<file path="src/rtl/fir_chroma_scheduler.sv">
// Frame sequencer for the chroma FIR upsampler. It issues U/V SRAM word reads and drives the
// FIR load/shift strobes in a 6-cycle period, giving one odd U'/V' pair per period.
module fir_chroma_scheduler #(
   parameter logic [17:0] U_BASE_ADDR  = 18'd38400,
   parameter logic [17:0] V_BASE_ADDR  = 18'd57600,
   parameter int          WIDTH_UV     = 160,
   parameter int          ROWS         = 240,
   parameter int          SRAM_LATENCY = 2
) (
   input  logic        CLOCK_50_I,
   input  logic        resetn,
   input  logic        start,
   input  logic        out_ready,
   output logic [17:0] SRAM_address,
   output logic        SRAM_read_req,
   output logic        read_U_0,
   output logic        read_V_0,
   output logic        enable_U,
   output logic        enable_V,
   output logic        line_start,
   output logic        line_end,
   output logic        cycle,
   output logic        out_valid,
   output logic        busy,
   output logic        done
);

   localparam int WORDS = WIDTH_UV / 2;
   localparam int PW    = $clog2(WIDTH_UV);
   localparam int RW    = (ROWS > 1) ? $clog2(ROWS) : 1;
   localparam int WW    = $clog2(WORDS + 1);
   // Reads are placed so data lands exactly on the consuming shift phase (ph3 for V, ph0 for U).
   localparam int V_RD_PH = 3 - SRAM_LATENCY;
   localparam int U_RD_PH = 6 - SRAM_LATENCY;

   typedef enum logic [3:0] {
      S_IDLE, S_LI0, S_LI1, S_LI2, S_LI3, S_LI4, S_LI5, S_COMMON, S_STALL, S_ROW_END
   } state_t;

   state_t        state_q, state_d;
   logic [2:0]    phase_q, phase_d;
   logic [PW-1:0] period_q, period_d;
   logic [RW-1:0] row_q, row_d;
   logic [WW-1:0] u_word_q, u_word_d, v_word_q, v_word_d;
   logic [17:0]   u_addr_q, u_addr_d, v_addr_q, v_addr_d;
   logic          u_rd, v_rd, in_tail, last_row;

   always_ff @(posedge CLOCK_50_I or negedge resetn) begin
      if (!resetn) begin
         state_q  <= S_IDLE;
         phase_q  <= '0;
         period_q <= '0;
         row_q    <= '0;
         u_word_q <= '0;
         v_word_q <= '0;
         u_addr_q <= '0;
         v_addr_q <= '0;
      end else begin
         state_q  <= state_d;
         phase_q  <= phase_d;
         period_q <= period_d;
         row_q    <= row_d;
         u_word_q <= u_word_d;
         v_word_q <= v_word_d;
         u_addr_q <= u_addr_d;
         v_addr_q <= v_addr_d;
      end
   end

   assign in_tail  = (period_q >= PW'(WIDTH_UV - 4));
   assign last_row = (row_q == RW'(ROWS - 1));

   always_comb begin
      state_d    = state_q;
      phase_d    = phase_q;
      period_d   = period_q;
      row_d      = row_q;
      u_word_d   = u_word_q;
      v_word_d   = v_word_q;
      u_addr_d   = u_addr_q;
      v_addr_d   = v_addr_q;
      u_rd       = 1'b0;
      v_rd       = 1'b0;
      read_U_0   = 1'b0;
      read_V_0   = 1'b0;
      enable_U   = 1'b0;
      enable_V   = 1'b0;
      line_start = 1'b0;
      line_end   = 1'b0;
      cycle      = 1'b0;
      out_valid  = 1'b0;
      done       = 1'b0;
      busy       = (state_q != S_IDLE);

      case (state_q)
         S_IDLE: begin
            if (start) begin
               state_d  = S_LI0;
               u_addr_d = U_BASE_ADDR;
               v_addr_d = V_BASE_ADDR;
               row_d    = '0;
               u_word_d = '0;
               v_word_d = '0;
            end
         end
         S_LI0: begin line_start = 1'b1; u_rd = 1'b1; state_d = S_LI1; end
         S_LI1: begin line_start = 1'b1; v_rd = 1'b1; state_d = S_LI2; end
         S_LI2: begin line_start = 1'b1; u_rd = 1'b1; read_U_0 = 1'b1; state_d = S_LI3; end
         S_LI3: begin line_start = 1'b1; v_rd = 1'b1; read_V_0 = 1'b1; state_d = S_LI4; end
         S_LI4: begin line_start = 1'b1; u_rd = 1'b1; enable_U = 1'b1; state_d = S_LI5; end
         S_LI5: begin
            line_start = 1'b1;
            enable_V   = 1'b1;
            state_d    = S_COMMON;
            phase_d    = '0;
            period_d   = '0;
         end
         S_COMMON: begin
            cycle     = period_q[0];
            line_end  = in_tail;
            enable_U  = (phase_q == 3'd0);
            enable_V  = (phase_q == 3'd3);
            out_valid = (phase_q == 3'd5);
            v_rd = (phase_q == 3'(V_RD_PH)) && !period_q[0] && (v_word_q < WW'(WORDS)) && !in_tail;
            u_rd = (phase_q == 3'(U_RD_PH)) &&  period_q[0] && (u_word_q < WW'(WORDS)) && !in_tail;
            if (phase_q == 3'd3 && !out_ready) begin
               state_d = S_STALL;
            end else if (phase_q == 3'd5) begin
               phase_d = '0;
               if (period_q == PW'(WIDTH_UV - 1)) begin
                  period_d = '0;
                  state_d  = S_ROW_END;
               end else begin
                  period_d = period_q + 1'b1;
               end
            end else begin
               phase_d = phase_q + 1'b1;
            end
         end
         S_STALL: begin
            // Position flags stay valid; every strobe is held off until downstream drains.
            cycle    = period_q[0];
            line_end = in_tail;
            if (out_ready) begin
               state_d = S_COMMON;
               phase_d = 3'd4;
            end
         end
         S_ROW_END: begin
            u_word_d = '0;
            v_word_d = '0;
            if (last_row) begin
               done    = 1'b1;
               busy    = 1'b0;
               row_d   = '0;
               state_d = S_IDLE;
            end else begin
               row_d   = row_q + 1'b1;
               state_d = S_LI0;
            end
         end
         default: state_d = S_IDLE;
      endcase

      if (u_rd) begin
         u_addr_d = u_addr_q + 18'd1;
         u_word_d = u_word_q + 1'b1;
      end
      if (v_rd) begin
         v_addr_d = v_addr_q + 18'd1;
         v_word_d = v_word_q + 1'b1;
      end
      SRAM_read_req = u_rd | v_rd;
      SRAM_address  = u_rd ? u_addr_q : (v_rd ? v_addr_q : 18'd0);
   end

endmodule

</file>
<file path="config.mk">
export PLATFORM = sky130hd
export DESIGN_NAME = fir_chroma_scheduler
export DESIGN_NICKNAME = d
export VERILOG_FILES = /design/src/rtl/fir_chroma_scheduler.sv
export SDC_FILE = /design/constraint.sdc
export NUM_CORES = 1
export LEC_CHECK = 0
export ABC_CLOCK_PERIOD_IN_PS = 2650
export BUFFER_PORTS_ARGS = -buffer_cell sky130_fd_sc_hd__buf_4
export CORE_UTILIZATION = 40
export DETAILED_ROUTE_END_ITERATION = 8
export PLACE_DENSITY = 0.58
export REMOVE_ABC_BUFFERS = 1
export SYNTH_ARGS = -nofsm -noshare
export SYNTH_HDL_FRONTEND = slang
export SYNTH_SLANG_ARGS = --single-unit
</file>
<file path="constraint.sdc">
create_clock -name CLOCK_50_I -period 2.65 [get_ports CLOCK_50_I]
set_input_delay 0.3975 -clock CLOCK_50_I [delete_from_list [all_inputs] [get_ports CLOCK_50_I]]
set_output_delay 0.3975 -clock CLOCK_50_I [all_outputs]
set_load 0.03 [all_outputs]
</file>
# After elaboration in Yosys (flattened, before gate mapping)
# Cells that the tools add are included.
# op_classes
addsub,7
n_lt_le_gt_ge,3
n_eq_ne,23
muxes,44
bitwise,1
reduce_logical,34
# op_table
op,count
18-bit two-way mux,8
8-bit two-way mux,5
4-bit one-hot mux with 10 select lines,1
18-bit by 1-bit adder with 18-bit output (second input constant),2
8-bit one-hot mux with 2 select lines,2
7-bit two-way mux,3
4-bit two-way mux,5
8-bit by 1-bit adder with 8-bit output (second input constant),2
4-bit by 3-bit == test with 1-bit output (second input constant),4
8-bit == test (second input constant),2
7-bit by 1-bit adder with 7-bit output (second input constant),2
7-bit < comparator (second input constant),2
7-bit one-hot mux with 2 select lines,1
3-bit != test (second input constant),4
2-bit nonzero test,6
1-bit two-way mux,11
2-bit AND reduction,5
3-bit two-way mux,3
3-bit one-hot mux with 3 select lines,1
3-bit nonzero test,3
4-bit by 2-bit == test with 1-bit output (second input constant),2
4-bit == test (second input constant),2
8-bit greater-or-equal comparator (second input constant),1
2-bit != test (second input constant),4
17 further kinds,31
# word_totals
register_bits,73
input_bits,4
output_inout_bits,29
wordCells,120

# Longest topological paths before layout
# logic_depth
depth_word,7
mapped_depth,8
depth_no_buf,7

# Least setup slack after synthesis
# OpenSTA, ideal clock, no wires.
# synth_timing
path_type,register -> output
startpoint,register state_q[3]
endpoint,output SRAM_address[12]
arrival_ns,2.012
required_ns,2.253
path_slack_ns,0.240
path_stages_with_launch,6
path_buffers,1
path_cell_list,dfrtp_1 > nand4b_4 > nor4b_4 > a41oi_2 > buf_2 > o21ai_0
# synth_via
elab_chain_cells,5
elab_cells_between_ends,12
classes_between,eq/ne: 6; mux: 4; reduce/logical: 2
# synth_lines
item,line,rtl
from (decl),40,"state_t state_q, state_d;"
from (signal assigned),59,state_q <= state_d;
4-bit by 3-bit == test with 1-bit output / 4-bit by 2-bit == test with 1-bit output (equally long branches),95,case (state_q)
2-bit OR reduction (no line),n/a,
1-bit one-hot mux with 2 select lines,95,
18-bit two-way mux,174,SRAM_address = u_rd ? u_addr_q : (v_rd ? v_addr_q : 18'd0);
18-bit two-way mux *,174,
to (decl),14,"output logic [17:0] SRAM_address,"
# Mark *: on every way between the ends. The rest lies on a longest branch, timed or not.

# Final worst setup path
# layout_timing
startpoint,register state_q[3]
endpoint,output SRAM_address[2]
# The elaborated chain is that of the path after synthesis.

==> impl_metrics.tcl <==
set metrics [dict create \
    utilization_pct 49.2 \
    slew_violations 0 \
    r2r_slack_ns 0.47 \
    vdd_drop_max_v 0.000708 \
    place_ws_ns 0.167 \
    worstReg2RegEnd "v_addr_q[17]" \
    crit_path_end "SRAM_address[2]" \
    dr.pass1.iters 5 \
    multi_input_area_mm2 0.00237 \
    crit_type "register to output port" \
    syn_area_mm2 0.00434 \
    ys_seq_elements 73 \
    final.fill_count 977 \
    drv_cap 0 \
    synth_top_cell_by_area "dfrtp_1" \
    synth_area_leaders "dfrtp_1 42%, nand3_1 4.7%, a22o_1 4.0%" \
    cts-root-buf "clkbuf_8" \
    endpoint_kind "output port" \
    grt_pass1_wl_mm 18.3 \
    grtUsageTotal_pct 20.3 \
    clockBufferDepth 2 \
    core_area_mm2 0.0104 \
    vias 3874 \
    crit_path_max_fanout 11 \
    dieWidth_um 106 \
    overflow 0 \
    hold_viol 0 \
    dr.first_iter.drc_count 284 \
    viasPerCell 5.77 \
    die_h_um 106 \
    yosys_most_used_dff "dfrtp_1" \
    fin_tns_setup_ns 0 \
    cp.arrival_ns 2.17 \
    fmax_ghz 0.389 \
    slew_headroom_pct 37.0 \
    syn_avg_cell_area_um2 8.96 \
    cts_made_buffers 9 \
    gp_congestion 0.821 \
    power.total_w 0.00653 \
    holdWs_ns 0.190 \
    ios 33 \
    wl_mm 10.8 \
    post-synth-top-count-cell "dfrtp_1" \
    internal-power_w 0.00350 \
    num_antenna_cells 0 \
    port_buffers 32 \
    regArea_mm2 0.00183 \
    ys_top_cells_by_count "73 x dfrtp_1, 45 x nand2_1, 41 x nand3_1" \
    wl_per_cell_um 16.1 \
    cts_tree "built" \
    setup.worst_path.start_class "register" \
    reg2reg_depth 7 \
    syn_inst 484 \
    seq_power_share_pct 29.2 \
    p_leak_nw 2.27 \
    period_share_pct 96.9 \
    p_sw_share_pct 46.4 \
    finClkSkew_ns 0.00952 \
    antenna_left 0 \
    ys_seq_area_share_pct 42.1 \
    worstMarginPinSlew_ns 0.945 \
    grt_pass1_vias 3690 \
    dp_hpwl_mm 7.19 \
    grt_max_degree 74 \
    power_frac_comb_pct 56.4 \
    required_ns 2.25 \
    setup_ws_ns 0.0811 \
    p_clk_share_pct 14.4 \
    hp-class "input port to async pin" \
    clk_pin_slew_ns 0.08 \
    setup_viol 0 \
    row_count 37 \
    clock_sinks 73 \
    start_util_pct 41.6 \
    r2r_start "state_q[3]" \
    setup.worst_path.start "state_q[3]" \
    async_flop_share_pct 100 \
    synth_edf_count 0 \
    synth_cell_types 58 \
    grt_antenna_before_repair 0 \
    layout.nets 543 \
    post-route-min-period_ns 2.57 \
    syn2layout_area_growth_pct 18.3 \
    die-area_mm2 0.0113 \
    clkLatencyLatePin_ns 0.34 \
    synth_top_area_share_pct 42.1 \
    status "completed" \
    route.detailed.drc 0 \
    htreeDepth 3 \
    yosysWarningCount 0 \
    p_per_area_mw_per_mm2 1270 \
    drive_gt1_share_pct 17.0 \
    rsz0062_at_grt "true" \
    switchingPower_w 0.00303 \
]
## cells by family (layout without fill, tap and decap cells)
kind of cell             count (synthesis)  in the layout  share of synthesized area, %
flip-flops                              73             73                          42.1
adder cells (fa/ha/maj)                  8              8                          2.31
multiplexers                            18             18                          4.21
AO/OA/AOI/OAI                          124            124                          19.3
buffers and inverters                   35             86                          3.72
AND/OR/NAND/NOR                        224            224                          27.9
XOR/XNOR                                 2              2                         0.404
## layer usage
metal	global-route usage, %	share of wire [%]	vias up
met5	0	0	-
met4	5.36	0.78	0
met3	4.29	3.8	6
met2	33.1	48	84
met1	27.3	47	1879
li1	-	-	1905
## worst min-delay path by stage
stage                       startpoint      endpoint  slack [ns]
after floorplan                 resetn   period_q[0]        0.10
after global placement    v_addr_q[12]  v_addr_q[12]        0.47
after detailed placement      row_q[7]      row_q[7]        0.47
after CTS                       resetn  u_addr_q[17]        0.23
after global routing            resetn  u_addr_q[10]        0.29
final                           resetn   u_addr_q[7]        0.19
## critical path, cell delays in order, from the launching register on
cell and delay [ns]:
dfrtp_1 0.42, nand4b_4 0.20, buf_6 0.17, nor4b_4 0.24
a41o_2 0.32, clkbuf_16 0.19, a22o_1 0.13, buf_4 0.15
## power groups by stage
stage,logic [W],registers [W],clock network [W]
after global placement,0.00340,0.00190,0
after global routing,0.00405,0.00198,0.00101
after CTS,0.00347,0.00190,0.000976
after detailed placement,0.00345,0.00192,0
after floorplan,0.00215,0.00189,0
final,0.00368,0.00190,0.000939
## state kept, by name (all words and copies together) (netlist names)
name      cells
period_q      8
phase_q       3
row_q         8
state_q       4
u_addr_q     18
u_word_q      7
v_addr_q     18
v_word_q      7
## through the flow
stage               std cells  cell area (µm²)
global route              671             5130
global placement          651             4820
detailed placement        651             4820
CTS                       666             5040
floorplan                 459             4210
finish                    671             5130
## repair_timing
action | in CTS | in global routing
gates cloned | 0 | 2
pin swaps | 0 | 1
buffers inserted | 0 | 3
hold buffers | 0 | 0
endpoints found under the hold margin | 0 | 0
resized for setup | 3 | 4
endpoints found under the setup margin | 19 | 18
## cell type report
| type | instances | area share, % |
|---|---|---|
| Multi-Input combinational cell | 376 | 46.3 |
| Tap cell | 136 | 3.32 |
| Clock inverter | 5 | 1.59 |
| Inverter | 10 | 0.732 |
| Sequential cell | 73 | 35.6 |
| Timing Repair Buffer | 61 | 10.0 |
| Clock buffer | 10 | 2.49 |
## placed cells by master (no fill, tap or decap), types with 3 or more instances in the layout
| cell | Yosys | routed |
|---|---|---|
| nand2b_1 | 9 | 9 |
| o31ai_1 | 9 | 9 |
| buf_4 | 4 | 56 |
| nand3b_1 | 8 | 8 |
| nand4_1 | 16 | 16 |
| nor2b_1 | 3 | 3 |
| a41oi_1 | 3 | 3 |
| a21oi_1 | 16 | 15 |
| nor3_1 | 16 | 16 |
| nand3_1 | 41 | 41 |
| clkbuf_8 | 0 | 9 |
| mux2i_1 | 16 | 16 |
| a31oi_1 | 20 | 20 |
| inv_1 | 10 | 10 |
| and3_1 | 20 | 20 |
| and4_1 | 3 | 3 |
| ha_1 | 8 | 8 |
| nor2_1 | 39 | 39 |
| nand2_1 | 45 | 45 |
| a22o_1 | 20 | 20 |
| or3_1 | 4 | 4 |
| dfrtp_1 | 73 | 73 |
| o21ai_0 | 34 | 34 |
| and2_1 | 5 | 5 |
Note: power is estimated with default switching activity, not from simulation.
